### src/rtl/calc_pkg.sv
// calc_pkg: shared definitions for the calculator result path.
//   RESULT_W / BCD_DIGITS / CNT_W : default widths of the result decoder
//   state_t + IDLE/SHIFT/FINISH   : conversion FSM encoding
//   BCD_ADJ_THRESH / BCD_ADJ_ADD  : double-dabble digit correction constants
package calc_pkg;

    localparam int RESULT_W   = 20;
    localparam int BCD_DIGITS = 6;
    localparam int CNT_W      = 5;

    typedef logic [1:0] state_t;
    localparam state_t IDLE   = 2'd0;
    localparam state_t SHIFT  = 2'd1;
    localparam state_t FINISH = 2'd2;

    localparam logic [3:0] BCD_ADJ_THRESH = 4'd5;
    localparam logic [3:0] BCD_ADJ_ADD    = 4'd3;

endpackage

### src/rtl/bcd_digit_adjust.sv
// bcd_digit_adjust: combinational double-dabble correction for one BCD digit.
//   digit : 4-bit BCD digit before the shift
//   adj   : digit + 3 when digit >= 5, otherwise digit unchanged
module bcd_digit_adjust
    import calc_pkg::*;
(
    input  logic [3:0] digit,
    output logic [3:0] adj
);

    assign adj = (digit >= BCD_ADJ_THRESH) ? (digit + BCD_ADJ_ADD) : digit;

endmodule

### src/rtl/bcd_result_decoder.sv
// bcd_result_decoder: converts a two's-complement result into sign + packed BCD
// using iterative double-dabble (one shift per clock).
//   clk, rst : clock, synchronous active-high reset
//   start    : conversion request, honoured only when idle
//   value    : two's-complement operand, captured with start
//   busy     : conversion in progress
//   done     : one-cycle pulse; bcd/neg (and digit_en) are new in this cycle
//   neg      : sign of the last converted value
//   bcd      : packed BCD magnitude, digit 0 in bits [3:0]
//   digit_en : leading-zero blanking mask, present only with BCD_LEAD_BLANK_EN
module bcd_result_decoder #(
    parameter int IN_W   = calc_pkg::RESULT_W,
    parameter int DIGITS = calc_pkg::BCD_DIGITS,
    parameter int CNT_W  = calc_pkg::CNT_W
) (
    input  logic                  clk,
    input  logic                  rst,
    input  logic                  start,
    input  logic [IN_W-1:0]       value,
    output logic                  busy,
    output logic                  done,
    output logic                  neg,
    output logic [4*DIGITS-1:0]   bcd
`ifdef BCD_LEAD_BLANK_EN
    ,
    output logic [DIGITS-1:0]     digit_en
`endif
);
    import calc_pkg::*;

    localparam int BCD_W = 4 * DIGITS;

    state_t            state;
    logic [BCD_W-1:0]  scratch;
    logic [BCD_W-1:0]  scratch_adj;
    logic [BCD_W-1:0]  scratch_nxt;
    logic [IN_W-1:0]   mag;
    logic              neg_n;
    logic [CNT_W-1:0]  cnt;
    logic              last_iter;
    logic              unused_top_bit;

    for (genvar g = 0; g < DIGITS; g++) begin : g_adj
        bcd_digit_adjust u_adj (
            .digit (scratch[4*g +: 4]),
            .adj   (scratch_adj[4*g +: 4])
        );
    end

    // The bit shifted out of the top digit is always 0 because 10^DIGITS
    // exceeds the largest magnitude.
    assign scratch_nxt    = {scratch_adj[BCD_W-2:0], mag[IN_W-1]};
    assign unused_top_bit = scratch_adj[BCD_W-1];
    assign last_iter      = (cnt == CNT_W'(IN_W - 1));

`ifdef BCD_LEAD_BLANK_EN
    logic [DIGITS-1:0] en_nxt;

    // A digit is shown when it or any more significant digit is nonzero;
    // the units digit is always shown so zero displays as "0".
    always_comb begin
        logic any_nz;
        any_nz = 1'b0;
        en_nxt = '0;
        for (int i = DIGITS - 1; i >= 0; i--) begin
            any_nz    = any_nz | (|scratch_nxt[4*i +: 4]);
            en_nxt[i] = any_nz;
        end
        en_nxt[0] = 1'b1;
    end
`endif

    always_ff @(posedge clk) begin
        if (rst) begin
            state   <= IDLE;
            busy    <= 1'b0;
            done    <= 1'b0;
            neg     <= 1'b0;
            bcd     <= '0;
            scratch <= '0;
            mag     <= '0;
            neg_n   <= 1'b0;
            cnt     <= '0;
`ifdef BCD_LEAD_BLANK_EN
            digit_en <= '0;
`endif
        end else begin
            done <= 1'b0;
            case (state)
                IDLE: begin
                    if (start) begin
                        neg_n   <= value[IN_W-1];
                        // Unsigned IN_W-bit magnitude: the most negative
                        // input maps to 2^(IN_W-1) without overflow.
                        mag     <= value[IN_W-1] ? (~value + 1'b1) : value;
                        scratch <= '0;
                        cnt     <= '0;
                        busy    <= 1'b1;
                        state   <= SHIFT;
                    end
                end
                SHIFT: begin
                    scratch <= scratch_nxt;
                    mag     <= {mag[IN_W-2:0], 1'b0};
                    cnt     <= cnt + 1'b1;
                    if (last_iter) begin
                        // Results are loaded on entry to FINISH so they are
                        // already valid while done is high.
                        state <= FINISH;
                        busy  <= 1'b0;
                        done  <= 1'b1;
                        bcd   <= scratch_nxt;
                        neg   <= neg_n;
`ifdef BCD_LEAD_BLANK_EN
                        digit_en <= en_nxt;
`endif
                    end
                end
                FINISH: begin
                    state <= IDLE;
                end
                default: begin
                    state <= IDLE;
                end
            endcase
        end
    end

endmodule

### config.mk
export PLATFORM = sky130hd
export DESIGN_NAME = bcd_result_decoder
export DESIGN_NICKNAME = d
export VERILOG_FILES = /design/src/rtl/calc_pkg.sv /design/src/rtl/bcd_digit_adjust.sv /design/src/rtl/bcd_result_decoder.sv
export SDC_FILE = /design/constraint.sdc
export NUM_CORES = 1
export LEC_CHECK = 0
export BUFFER_PORTS_ARGS = -buffer_cell sky130_fd_sc_hd__buf_2
export CORE_MARGIN = 5
export CORE_UTILIZATION = 60
export CTS_BUF_LIST = sky130_fd_sc_hd__clkbuf_2 sky130_fd_sc_hd__clkbuf_4 sky130_fd_sc_hd__clkbuf_8
export CTS_CLUSTER_SIZE = 12
export DETAILED_ROUTE_END_ITERATION = 12
export PLACE_DENSITY = 0.82
export SLEW_MARGIN = 30
export SYNTH_ARGS = -nofsm -noshare
export SYNTH_HDL_FRONTEND = slang
export SYNTH_HIERARCHICAL = 1
export SYNTH_SLANG_ARGS = --single-unit
export TNS_END_PERCENT = 100
### constraint.sdc
create_clock -name clk -period 2.6 [get_ports clk]
set_clock_uncertainty 0.2 [all_clocks]
set_input_delay 0.52 -clock clk [delete_from_list [all_inputs] [get_ports clk]]
set_output_delay 0.52 -clock clk [all_outputs]
set_load 0.05 [all_outputs]
==> parameters.txt, run 1 <==
Parameter                              Value

Timing
  Endpoints failing hold ... 0
  Max-slew headroom at the worst pin ... between 60% and 70%
  RSZ-0062 raised after global routing ... no
  Final setup margin ... 0.681 ns
  Fin crit share ... 73.8%
  Highest clock rate ... roughly 520 MHz
  Slew of the pin with the lowest slew margin ... 0.551 ns
  Shortest period the worst path allows ... roughly 1.9 ns
  Count of final max-slew check failures ... 0
  Setup_tns ... 0 ns
  Final setup violation count ... 0

Critical path
  Worst stage delay on the critical path ... 0.51 ns
  Data required, critical path ... between 2 and 3 ns
  Setup crit start kind ... input pin
  Standard cell with the maximum stage delay on the critical path ... sky130_fd_sc_hd__or3b_2
  Arrival time at the worst endpoint ... ~2.0 ns
  Critical path class ... in2reg
  CP Max Fanout ... 5
  Cell Chain, Critical Path ... buf_2, inv_1, ha_1, or3b_2, nor4_1, o21ai_0, a21oi_1
  Worst setup EP type ... register

Drt
  Total vias in the final route ... between 3000 and 4000
  DR iter-0 viols ... roughly 240
  Via/cell ratio ... approximately 5.9
  DR pass1 iterations ... 4
  Residual antenna-violating net count after detailed routing ... 0
  Number of remaining DRC errors ... 0
  DR WL/cell ... 14.8 µm
  Routed Wire Length ... roughly 9500 µm

Placement
  Number of port buffers ... 49
  Instance count after placement with tap cells included ... ~630
  Setup WS pre-CTS ... roughly 0.33 ns
  Cell area after placement ... roughly 0.0044 mm²
  Global placer's final weighted congestion ... approximately 0.85
  Detailed placement HPWL ... around 6700 µm

Die
  Floorplan row count ... 30
  Initial cell density of the core ... about three fifths
  Die extent in y ... 92.2 µm
  Core Box Area ... 0.00668 mm²
  Total I/O pin count ... 50
  Floorplan die width ... 92.2 µm
  Overall die area ... between 0.008 and 0.009 mm²

Clock network
  Clock tree from TritonCTS ... built
  Post-CTS sizing ... 0
  Clock-pin slew on the worst setup and hold paths ... approximately 0.08 ns
  Number of H-tree levels ... 3
  Number of sinks driven by the clock tree ... 79
  Clock root buffer ... sky130_fd_sc_hd__clkbuf_8
  Setup fix buffers added after clock tree synthesis ... 0
  Hold_buf cts ... 0
  CTS Buf Count ... 9
  Insertion delay to the later sink of the worst-skew pair ... 0.36 ns
  Number of buffers between clock root and the deepest sink ... 2

Pwr
  Max rail drop VDD ... approximately 0.3 mV
  Leakage power of the design ... between 1.5 and 2 nW
  Pwr Total ... approximately 2.4 mW
  Power density over cell area ... about 530 mW/mm²

Final layout
  Fraction of final layout cells with drive strength greater than 1 ... between 15 and 20%
  Final cell count without fillers ... around 640
  Final #Nets ... ~600
  Relative area change from synthesis to final layout ... 13.0%
  Number of antenna cells inserted ... 0
  Fin area ... around 0.0046 mm²

GRT
  Met3 track utilization from global routing ... under 10%
  Number of global-route vias before repair ... about 3700
  Antenna violations before repair ... 0
  Leftover overflow at the end of global routing ... 0
  Wire length of the first global-routing pass ... about 16000 µm
  Pin count of the biggest net entering global routing ... 44
  Met2 usage in global routing ... 42.2%
  GRT met1 Usage ... between 20% and 30%
  All-layer global routing usage ... between 20% and 30%
  GR peak layer ... met2

Synthesis
  Number of instances in the synthesized netlist ... 518
  Syn_nets ... about 560
  Yosys warning count ... 6
  Average footprint of a synthesized cell ... just under 8 µm²
  Summed instance area of the synthesized netlist ... around 0.004 mm²

Hold path
  HP Class ... reg2reg

Run
  Max-capacitance violation count ... 0

Status
  Status ... completed
==> critical path, delay by kind of cell <==
family | cells | cell delay (ns)
AOI/OAI and AO/OA | 2 | 0.29
and+or+nand+nor | 2 | 0.86
adders and majority gates | 1 | 0.16
buffers and inverters | 2 | 0.19
==> worst paths after layout <==
check / from / slack, ns / end / cells after the start
max: value[0] / 0.68 / mag[14] / 7
min: bcd[11] / 0.25 / bcd[11] / 2
max reg2reg: cnt[0] / 0.73 / busy / 5
min reg2reg: bcd[11] / 0.25 / bcd[11] / 2
==> layout make-up <==
| type | instances | area (µm²) |
|---|---|---|
| clock buffer | 11 | 151 |
| fill | 584 | 2090 |
| inverter | 17 | 63.8 |
| multi-input combinational | 390 | 2290 |
| clock inverter | 5 | 56.3 |
| sequential | 79 | 1580 |
| timing repair buffer | 62 | 343 |
| tap | 80 | 100 |
==> power breakdown <==
| part | internal [mW] | switching, mW | leakage, nW |
|---|---|---|---|
| Clock | 0.494 | 0.442 | 0.105 |
| Sequential | 1.24 | 0.0179 | 0.640 |
| Combinational | 0.0833 | 0.164 | 1.02 |
| Total | 1.81 | 0.624 | 1.77 |
==> registers in the layout, indices dropped and copies added (netlist names) <==
signal   cells
bcd         24
scratch     24
mag         20
cnt          5
state        2
busy         1
done         1
neg          1
neg_n        1
==> through the flow <==
| step | hold WS [ns] | utilization [%] |
|---|---|---|
| finish | 0.252 | 68.7 |
| global route | 0.275 | 68.7 |
| CTS | 0.252 | 68.7 |
| detailed placement | 0.244 | 65.5 |
| global placement | 0.238 | 65.5 |
| floorplan | 0.229 | - |
==> cell usage in the layout (no fill, tap or decap), drive strengths merged, types with 11 or more instances in the layout <==
master	instances
o21ai	17
nor2	22
ha	14
clkbuf	11
a21oi	69
dfxtp	79
buf	62
inv	17
nand3	31
nand2	112
nand2b	14
==> routing by layer <==
layer / vias up / wire length [µm]
met5: - / 0
met4: 0 / 116
met3: 9 / 487
met2: 106 / 4820
met1: 1775 / 4110
li1: 1908 / -
No activity file was read; power rests on OpenSTA's default activity.
==> run 2, diff against run 1 <==
- ABC_AREA: not set -> 1
- clock period: 2.6 -> 1.9 ns (I/O delays scaled with it)
==> run 2 against run 1 <==
- register-to-register slack got worse by 0.55 ns
- highest routed layer unchanged
- critical path type is now reg2reg
- worst hold slack got worse by 0.15 ns
- largest cell class unchanged
- power increased by 38%
- global-route usage decreased by 0.80 points
- die area increased by 2.3%
- core utilization increased by 1.2 points
- first-iteration DRC count decreased by 8.9%
==> parameters.txt, run 2 <==
Parameter                              Value

Clock network
  Number of buffers between clock root and the deepest sink ... 2
  Hold_buf cts ... 0
  Setup fix buffers added after clock tree synthesis ... 0
  Number of sinks driven by the clock tree ... 79
  Number of H-tree levels ... 3
  Clock tree from TritonCTS ... built
  Clock-pin slew on the worst setup and hold paths ... 0.08 ns
  Post-CTS sizing ... 0
  Insertion delay to the later sink of the worst-skew pair ... 0.34 ns
  CTS Buf Count ... 9
  Clock root buffer ... sky130_fd_sc_hd__clkbuf_8

Drt
  Number of remaining DRC errors ... 0
  Routed Wire Length ... 9250 µm
  DR WL/cell ... ~13 µm
  Via/cell ratio ... around 5.4
  Residual antenna-violating net count after detailed routing ... 0
  DR iter-0 viols ... about 210
  DR pass1 iterations ... 4
  Total vias in the final route ... between 3000 and 4000

GRT
  Leftover overflow at the end of global routing ... 0
  Wire length of the first global-routing pass ... between 15000 and 20000 µm
  Met3 track utilization from global routing ... under 10%
  Number of global-route vias before repair ... roughly 3700
  Pin count of the biggest net entering global routing ... 47
  Antenna violations before repair ... 0
  GR peak layer ... met2
  Met2 usage in global routing ... about two fifths
  GRT met1 Usage ... around a quarter
  All-layer global routing usage ... between 20% and 30%

Hold path
  Sink of the worst hold path ... mag[0]
  Hold-critical path depth ... 3
  Startpoint of the most critical hold path ... value[0]
  HP Class ... in2reg

Final layout
  Final #Nets ... roughly 690
  Final cell count without fillers ... between 700 and 800
  Number of antenna cells inserted ... 0
  Biggest registers after layout ... bcd (24), scratch (24), mag (20)
  Relative area change from synthesis to final layout ... 13.4%
  Fraction of final layout cells with drive strength greater than 1 ... ~18%
  Highest-count cells in the layout ignoring fill and taps ... 196 x sky130_fd_sc_hd__nand2_1, 79 x sky130_fd_sc_hd__dfxtp_1, 54 x sky130_fd_sc_hd__nand3_1, 50 x sky130_fd_sc_hd__a21oi_1, 49 x sky130_fd_sc_hd__buf_2
  Share of the core filled with cells in the final layout ... a little over two thirds
  Leading cell type in the layout, fill and taps excluded ... sky130_fd_sc_hd__nand2_1

Timing
  RSZ-0062 raised after global routing ... no
  Setup_tns ... 0 ns
  Slew of the pin with the lowest slew margin ... 0.499 ns
  Final setup violation count ... 0
  Max-slew headroom at the worst pin ... roughly 67%
  Endpoints failing hold ... 0
  Hold_ws ... 0.101 ns
  Fin crit share ... about 91%
  Count of final max-slew check failures ... 0
  Highest clock rate ... between 500 and 600 MHz
  Shortest period the worst path allows ... approximately 1.7 ns

Critical path
  CP Max Fanout ... 10
  Reg-to-reg slack, setup ... between 0.15 and 0.2 ns
  Worst stage delay on the critical path ... about 0.38 ns
  Data required, critical path ... slightly below 2 ns
  Worst setup EP type ... register
  Cell Chain, Critical Path ... ha_1, nand4_1, nor2_2, nand2_1, inv_2, buf_4, nand2_1, nand2_1
  Kind of cell adding the most delay to the critical path ... simple AND/OR/NAND/NOR gates
  Standard cell with the maximum stage delay on the critical path ... sky130_fd_sc_hd__dfxtp_1
  Arrival time at the worst endpoint ... 1.81 ns
  Beginning of the worst register-to-register path ... cnt[0]
  Worst Reg2Reg Path Length in Cells ... 8
  Cell with the most instances on the worst path ... sky130_fd_sc_hd__nand2_1
  Worst flop-to-flop path endpoint ... bcd[23]
  Setup crit start kind ... register
  Critical path class ... reg2reg
  Buffers plus inverters on the worst setup path ... 2

Run
  Max-capacitance violation count ... 0

Die
  Total I/O pin count ... 50
  Floorplan row count ... 30
  Floorplan die width ... around 93 µm
  Core Box Area ... 0.00676 mm²
  Die extent in y ... a little over 90 µm
  Initial cell density of the core ... 61.6%
  Overall die area ... approximately 0.0087 mm²

Pwr
  Max rail drop VDD ... approximately 0.33 mV
  Pwr Total ... around 3.4 mW
  Leakage power of the design ... around 2.1 nW
  Power density over cell area ... between 700 and 800 mW/mm²

Placement
  Detailed placement HPWL ... ~6600 µm
  Instance count after placement with tap cells included ... ~720
  Global placer's final weighted congestion ... 0.904
  Number of port buffers ... 49

Synthesis
  Yosys warning count ... 6
  Average footprint of a synthesized cell ... 6.90 µm²
  Number of instances in the synthesized netlist ... roughly 600
  Summed instance area of the synthesized netlist ... 0.00416 mm²
  Syn_nets ... 640

Status
  Status ... completed
## run 2: changes by cell type in the layout (fill, tap and decap cells not counted), moves of 8 or more
cell	change
sky130_fd_sc_hd__nand3_1	+23
sky130_fd_sc_hd__a21oi_1	-13
sky130_fd_sc_hd__xnor2_1	-8
sky130_fd_sc_hd__o21ai_0	+9
sky130_fd_sc_hd__inv_1	+27
sky130_fd_sc_hd__nor2_1	+15
sky130_fd_sc_hd__mux2i_1	-8
sky130_fd_sc_hd__nor4_1	-8
sky130_fd_sc_hd__nand2b_1	-14
sky130_fd_sc_hd__inv_2	+9
sky130_fd_sc_hd__nor2_4	+15
sky130_fd_sc_hd__nand2_1	+84
## run 2: area by class of cell
type                    count  area (µm²)
clock buffers               9         124
clock inverters             7        87.6
fillers                   576        2030
inverters                  55         209
multi-input cells         444        2250
flip-flops and latches     79        1580
well taps                  80         100
repair buffers             60         365
## run 2: worst max path at each step
stage          slack [ns]  cells after the start  startpoint      end
2_1_floorplan        0.31                      9    value[1]  mag[10]
3_3_place_gp         0.05                     10    value[1]  mag[10]
3_5_place_dp         0.01                     10    value[1]  mag[10]
4_1_cts              0.19                      8      cnt[0]  bcd[23]
5_1_grt              0.06                      6      cnt[0]      neg
6_report             0.18                      8      cnt[0]  bcd[23]
## run 2: through the flow
step | area (µm²) | setup WS [ns]
after floorplan | 4160 | 0.310
after global placement | 4510 | 0.0502
after detailed placement | 4510 | 0.0107
after CTS | 4720 | 0.189
after global routing | 4720 | 0.0624
final | 4720 | 0.180
## run 2: power breakdown
part | leakage [nW] | internal [mW] | switching [mW] | total, mW
logic | 1.31 | 0.119 | 0.217 | 0.336
registers | 0.640 | 1.70 | 0.0231 | 1.72
clock network | 0.109 | 0.730 | 0.575 | 1.31
## run 2: tightest hold or removal path, cell delays in order
cell                      delay, ns
sky130_fd_sc_hd__buf_2         0.10
sky130_fd_sc_hd__nand2_1       0.05
sky130_fd_sc_hd__a21oi_1       0.05
## run 2: metal layers
layer	wire length (µm)	part of all wire [%]	up-vias
met5	0	0	-
met3	496	5.4	13
li1	-	-	2047
met1	4000	43	1780
met2	4630	50	105
met4	128	1.4	0
